### config.mk
export PLATFORM = sky130hd
export DESIGN_NAME = seq_detector_param
export DESIGN_NICKNAME = d
export VERILOG_FILES = /design/src/rtl/seq_detector_param.sv
export SDC_FILE = /design/constraint.sdc
export NUM_CORES = 1
export LEC_CHECK = 0
export CAP_MARGIN = 5
export CORE_UTILIZATION = 30
export DETAILED_ROUTE_END_ITERATION = 8
export MAX_ROUTING_LAYER = met4
export PLACE_DENSITY = 0.54
export SLEW_MARGIN = 20
export SYNTH_ARGS = -nofsm -noshare
export SYNTH_HDL_FRONTEND = slang
export SYNTH_SLANG_ARGS = --single-unit
### constraint.sdc
create_clock -name clk -period 4 [get_ports clk]
set_input_delay 0.6 -clock clk [delete_from_list [all_inputs] [get_ports clk]]
set_output_delay 0.6 -clock clk [all_outputs]
set_load 0.05 [all_outputs]
### src/rtl/seq_detector_param.sv
// Serial pattern detector with a run-time programmable pattern and length.
// It supports overlapping and non-overlapping matches and keeps a saturating match counter.
module seq_detector_param #(
  parameter int PAT_W = 8,
  parameter int CNT_W = 8,
  localparam int LEN_W = $clog2(PAT_W + 1)
) (
  input  logic             clk,
  input  logic             rst,
  input  logic             data_in,
  input  logic             in_valid,
  input  logic [PAT_W-1:0] pattern,
  input  logic [LEN_W-1:0] pat_len,
  input  logic             overlap,
  input  logic             clr_count,
  output logic             out,
  output logic [CNT_W-1:0] match_count
);

  localparam logic [LEN_W-1:0] PAT_W_L = LEN_W'(PAT_W);
  localparam logic [CNT_W-1:0] CNT_MAX = '1;

  logic [PAT_W-1:0] hist;
  logic [PAT_W-1:0] shifted;
  logic [PAT_W-1:0] len_mask;
  logic [LEN_W-1:0] fill;
  logic [LEN_W-1:0] eff_len;
  logic             enough_bits;
  logic             match;

  // NOTE: every signal written here gets a value before any condition, so no latch can form.
  always_comb begin
    eff_len     = (pat_len > PAT_W_L) ? PAT_W_L : pat_len;
    shifted     = {hist[PAT_W-2:0], data_in};
    len_mask    = '0;
    for (int i = 0; i < PAT_W; i++) begin
      len_mask[i] = (i < int'(eff_len));
    end
    // The incoming bit counts toward fill, hence the +1 in a widened compare.
    enough_bits = ({1'b0, fill} + (LEN_W + 1)'(1)) >= {1'b0, eff_len};
    match       = in_valid && (eff_len != '0) && enough_bits &&
                  (((shifted ^ pattern) & len_mask) == '0);
  end

  // NOTE: state registers use non-blocking assignments so all flops update together at the edge.
  always_ff @(posedge clk) begin
    if (rst) begin
      hist        <= '0;
      fill        <= '0;
      out         <= 1'b0;
      match_count <= '0;
    end else begin
      out <= match;
      if (in_valid) begin
        hist <= shifted;
        if (match && !overlap) begin
          fill <= '0;
        end else if (fill != PAT_W_L) begin
          fill <= fill + LEN_W'(1);
        end
      end
      // A clear wins over a coincident match; the pulse on out still happens.
      if (clr_count) begin
        match_count <= '0;
      end else if (match && (match_count != CNT_MAX)) begin
        match_count <= match_count + CNT_W'(1);
      end
    end
  end

endmodule

After elaboration in Yosys (flattened, before gate mapping)
Index checks and enable logic that the tools add are counted.
{"block": "totals", "reg_bits": 20, "latchBits": 0, "mem_bits_rw": 0, "mem_bits_ro": 0, "input_bits": 18, "output_inout_bits": 9, "wordCells": 35, "memories": 0}
{"block": "classes", "n_addsub": 3, "n_mul": 0, "n_div": 0, "n_lt_le_gt_ge": 10, "n_eq_ne": 2, "shift": 0, "n_mux": 3, "n_bitwise": 2, "reduce_logical": 11}
{"cell": "$lt 3x4->1 const A", "n": 4}
{"cell": "$mux 4", "n": 3}
{"cell": "$add 8x1->8 const B", "n": 1}
{"cell": "$and 8x8->8", "n": 1}
{"cell": "$logic_not 8->1", "n": 1}
{"cell": "$lt 1x4->1 const A", "n": 2}
{"cell": "$lt 2x4->1 const A", "n": 2}
{"cell": "$ne 8x8->1 const B", "n": 1}
{"cell": "$xor 8x8->8", "n": 1}
{"cell": "$add 4x1->5 const B", "n": 1}
{"cell": "$ge 5x4->1", "n": 1}
{"cell": "$logic_and 1x1->1", "n": 5}
{"cell": "$add 4x1->4 const B", "n": 1}
{"cell": "$gt 4x4->1 const B", "n": 1}
{"cell": "$ne 4x4->1 const B", "n": 1}
{"cell": "$reduce_bool 4->1", "n": 1}
{"cell": "$reduce_and 2->1", "n": 1}
{"cell": "$reduce_bool 2->1", "n": 1}
{"cell": "$reduce_or 2->1", "n": 1}
{"cell": "$logic_not 1->1", "n": 1}

Longest topological paths before layout
{"block": "depth", "word_depth": 9, "depth_mapped": 11, "mapped_depth_nobuf": 10}

Worst setup path before layout
Ideal clock, no wire load.
{"block": "synth_timing", "kind": "input to register", "from": "in pattern[6]", "to": "reg match_count[6]", "setup_ns": 0.122, "t_arrival_ns": 2.377, "required_time_ns": 3.878, "setup_slack_ns": 1.501, "stages": 6, "n_path_buf": 0, "path_cell_list": "xnor2_1 > a31oi_1 > o41a_1 > or4_4 > or2_2 > o311a_1"}
{"block": "synth_between", "elab_chain_len": 5}
{"element": "start, declared", "line": "12", "rtl": "input logic [PAT_W-1:0] pattern,"}
{"element": "$xor 8x8->8", "line": "42", "rtl": "(((shifted ^ pattern) & len_mask) == '0);"}
{"element": "$and 8x8->8", "line": "42"}
{"element": "$logic_not 8->1", "line": "42"}
{"element": "$logic_and 1x1->1", "line": "41", "rtl": "match = in_valid && (eff_len != '0) && enough_bits &&"}
{"element": "$logic_and 1x1->1", "line": "65", "rtl": "end else if (match && (match_count != CNT_MAX)) begin"}
{"element": "end signal, assigned", "line": "66", "rtl": "match_count <= match_count + CNT_W'(1);"}
{"element": "end, declared", "line": "17", "rtl": "output logic [CNT_W-1:0] match_count"}
Every way passes these cells.
A chain may end at the register's enable or synchronous reset.

Final worst setup path
{"block": "layout_timing", "from": "in pat_len[3]", "to": "reg match_count[7]"}
{"block": "layout_between", "elab_chain_len": 7, "elab_cells_between_ends": 18, "cone_classes": "order compare (10); mux (1); bitwise (1); reduce/logical (6)"}
{"element": "start, declared", "line": "13", "rtl": "input logic [LEN_W-1:0] pat_len,"}
{"element": "$gt 4x4->1", "line": "33", "rtl": "eff_len = (pat_len > PAT_W_L) ? PAT_W_L : pat_len;"}
{"element": "$mux 4 (*)", "line": "33"}
{"element": "$lt 1x4->1 (tied with other cells)", "line": "37", "rtl": "len_mask[i] = (i < int'(eff_len));"}
{"element": "$and 8x8->8 / $logic_and 1x1->1 (equally long branches)", "line": "42, 41"}
{"element": "$logic_not 8->1 / $logic_and 1x1->1 (equally long branches)", "line": "42, 41"}
{"element": "$logic_and 1x1->1 (*)", "line": "41"}
{"element": "$logic_and 1x1->1 (*)", "line": "65"}
Mark *: on every way between the ends. The rest lies on a longest branch, timed or not.

==> key figures <==
Clocking
  – Buffer depth of the longest clock path: 2
  – Total of cells resized after clock tree synthesis: 0
  – Number of CTS-inserted buffers: 3
  – Number of clock sinks: 20
  – Number of H-tree branching levels: 1
  – Clock tree from TritonCTS: built
  – Number of buffers added for setup after CTS: 0
  – Clock Pin Slew Worst Setup and Hold Paths: 70 ps
  – Latest clock arrival within the worst-skew pair: 250 ps
  – Root buffer cell: clkbuf_8
  – Number of hold-repair buffers added at the cts stage: 0

Placed design
  – Post-placement worst setup slack: 786 ps
  – Port Buffer Count: 26
  – Post-detailed-placement half-perimeter wirelength: 2.05 mm
  – Routability congestion estimate: 0.872

Power
  – Static Leakage: 0.580 nW
  – Power per unit of standard cell area: 272 nW/µm²
  – IR Drop Worst-Case VDD: 0.000141 V
  – Overall power after layout: 0.420 mW

Setup path
  – Worst setup EP type: flop
  – Arrival time reported for the critical path endpoint: 3090 ps
  – Family with the most delay on the worst path: simple AND/OR/NAND/NOR gates
  – Number of buffer and inverter instances along the worst setup path: 2
  – Data required time of the worst path: 4140 ps
  – Startpoint types: primary input
  – Start-to-end type of the worst setup path: primary input to flop
  – Slack of the worst reg-to-reg path: 1520 ps
  – Highest net fanout along the worst path: 11
  – Depth of the worst register-to-register path: 6
  – Critical-path cell list: clkdlybuf4s50_1 -> inv_2 -> a31oi_1 -> o41a_1 -> or4_4 -> or2_2 -> o311a_1
  – RR Endpoint: match_count[7]$_SDFFE_PP0P_
  – Cell type of the slowest stage on the worst timing path: or4_4
  – Maximum single-stage delay on the critical path: 620 ps
  – Launching point of the worst reg2reg path: hist[5]$_SDFFE_PP0P_

Floorplanning
  – Row count: 22
  – Horizontal die dimension: 65.3 µm
  – Die span in y: 65.3 µm
  – Count of pins on the block boundary: 27
  – Starting utilization of the core area: 0.321
  – Core region area: 3740 µm²
  – Die area: 4260 µm²

Finish
  – Fraction of final layout cells sized beyond drive strength 1: 0.0732
  – Commonest cells after routing, fill and taps aside: clkdlybuf4s50_1, dfxtp_1, nor2_1, mux2i_1, nand2_1
  – Number of nets in the layout: 190
  – Final Util: 0.413
  – Filler Cell Count: 394
  – Number of inserted diodes: 0
  – Layout overhead on the synthesized area: 28.9%
  – Most common cell after layout, fill and taps aside: clkdlybuf4s50_1

Min path
  – Hold Path Class: flop to flop
  – Hold Crit Depth: 2
  – Endpoint of the worst hold path: match_count[4]$_SDFFE_PP0P_
  – Launch instance of the worst min-delay path: match_count[4]$_SDFFE_PP0P_

Timing
  – Hold Vio Cnt, Final: 0
  – Final count of pins violating max slew: 0
  – Max Freq: 339 MHz
  – Setup violation total in the final timing report: 0
  – Setup WS post-layout: 1050 ps
  – Worst slew slack as a fraction of its limit: 0.584
  – Setup total negative slack: 0 ps
  – Min Clock Period, post-route: 2950 ps
  – Hold Slack: 502 ps
  – Max Clock Skew: 4.12 ps
  – Transition time at the pin with the least slew margin: 622 ps
  – RSZ-0062 raised after global routing: no
  – Tcrit/Tclk final: 0.737

Logic synthesis
  – Post-Syn Nets: 163
  – Synth warnings: 0
  – FF+latch count, synth: 20
  – Syn_area_per_cell: 8.64 µm²
  – Post-synthesis cell type count: 37
  – Area of the mapped netlist: 1200 µm²
  – Sequential element share of the synthesized area: 0.333
  – Number of instances in the synthesized netlist: 139

Global route
  – Wire length of the first global-routing pass: 4.51 mm
  – Antenna violations before repair: 0
  – Gr usage total: 0.141
  – Number of global-route vias before repair: 1011
  – Leftover overflow at the end of global routing: 0
  – Largest net degree at the start of global routing: 19

Routing
  – WL final: 2.58 mm
  – Vias: 1077
  – Pre-Repair DR Iteration Count: 4
  – Residual DRC count: 0
  – Antenna viol nets, final: 0
  – Wire length per cell after detailed routing: 12.2 µm
  – Via count normalized by instance count: 5.08
  – Initial drt markers: 43

Run status
  – Run status: finished clean

Flow run
  – Maxcap violations: 0
[final cells by class]
class                           instances  area (µm²)  area share
Multi-Input combinational cell        107         748       0.483
Sequential cell                        20         400       0.259
Timing Repair Buffer                   28         275       0.178
Tap cell                               48        60.1      0.0388
Clock buffer                            3        41.3      0.0267
Inverter                                6        22.5      0.0146
[logic make-up (layout without fill, tap and decap cells)]
logic type / count (synthesis) / in the layout / share of synthesized area
XOR/XNOR: 10 / 10 / 0.0729
flip-flops: 20 / 20 / 0.333
AO/OA/AOI/OAI: 20 / 20 / 0.122
multiplexers: 12 / 12 / 0.101
adder cells (fa/ha/maj): 7 / 7 / 0.0708
buffers and inverters: 12 / 37 / 0.0437
AND/OR/NAND/NOR: 58 / 58 / 0.256
[metrics by stage]
stage	instance area (µm²)	std cells
detailed placement	1510	209
finish	1550	212
CTS	1550	212
floorplan	1200	139
global route	1550	212
global placement	1510	209
[registers in the layout (all words and copies together), names as in the netlist]
| register | flops |
|---|---|
| hist | 7 |
| fill | 4 |
| out | 1 |
| match_count | 8 |
[worst max-delay path by stage]
stage | start | slack (ps) | cells after the start | to
after global placement | pat_len[3] | 850 | 7 | match_count[6]$_SDFFE_PP0P_
final | pat_len[3] | 1050 | 7 | match_count[7]$_SDFFE_PP0P_
after detailed placement | pat_len[3] | 790 | 7 | match_count[7]$_SDFFE_PP0P_
after global routing | pat_len[3] | 900 | 7 | fill[2]$_SDFFE_PP0P_
after floorplan | pattern[6] | 1500 | 6 | match_count[6]$_SDFFE_PP0P_
after CTS | pat_len[3] | 1060 | 7 | match_count[7]$_SDFFE_PP0P_
[routing by layer]
| layer | wire, µm | GRT usage | up-vias |
|---|---|---|---|
| li1 | - | - | 556 |
| met1 | 1230 | 0.172 | 492 |
| met2 | 1210 | 0.238 | 25 |
| met3 | 103 | 0.0208 | 4 |
| met4 | 27 | 0.0408 | 0 |
| met5 | 0 | - | - |
[synth_stat cells]
master / instances / area (µm²)
and3_1: 3 / 18.8
or4_4: 1 / 11.3
nand2_1: 10 / 37.5
nand4_1: 1 / 6.26
or3b_2: 1 / 8.76
ha_1: 6 / 75.1
nand2b_1: 2 / 12.5
inv_2: 1 / 3.75
buf_6: 1 / 11.3
clkbuf_1: 5 / 18.8
xor2_1: 5 / 43.8
o22ai_1: 2 / 12.5
o41ai_1: 1 / 8.76
maj3_1: 1 / 10.0
nand3_1: 8 / 40.0
dfxtp_1: 20 / 400
a31oi_1: 4 / 25.0
o31a_1: 1 / 8.76
o41a_1: 1 / 11.3
nand3b_1: 1 / 7.51
inv_1: 5 / 18.8
or2_2: 3 / 18.8
nor2b_1: 2 / 12.5
nor4_1: 4 / 25.0
mux2i_1: 11 / 110
nor3_1: 5 / 25.0
xnor2_1: 5 / 43.8
mux2_2: 1 / 11.3
o31ai_1: 5 / 37.5
nor2_1: 11 / 41.3
and2b_1: 1 / 7.51
a211oi_1: 1 / 7.51
o311a_1: 2 / 20.0
or4_1: 1 / 7.51
a21oi_1: 3 / 15.0
or3_1: 3 / 18.8
nand4b_1: 1 / 8.76
[power breakdown]
group / internal (mW) / leakage, nW / switching [mW]
combinational: 0.0423 / 0.396 / 0.0396
sequential: 0.204 / 0.162 / 0.00519
clock: 0.0670 / 0.0216 / 0.0620
total: 0.314 / 0.580 / 0.107
[worst min-delay path, stage by stage (launching register included)]
cell     delay (ps)
dfxtp_1         340
nand2_1          60
mux2i_1          60
(Power assumes the default switching activity.)
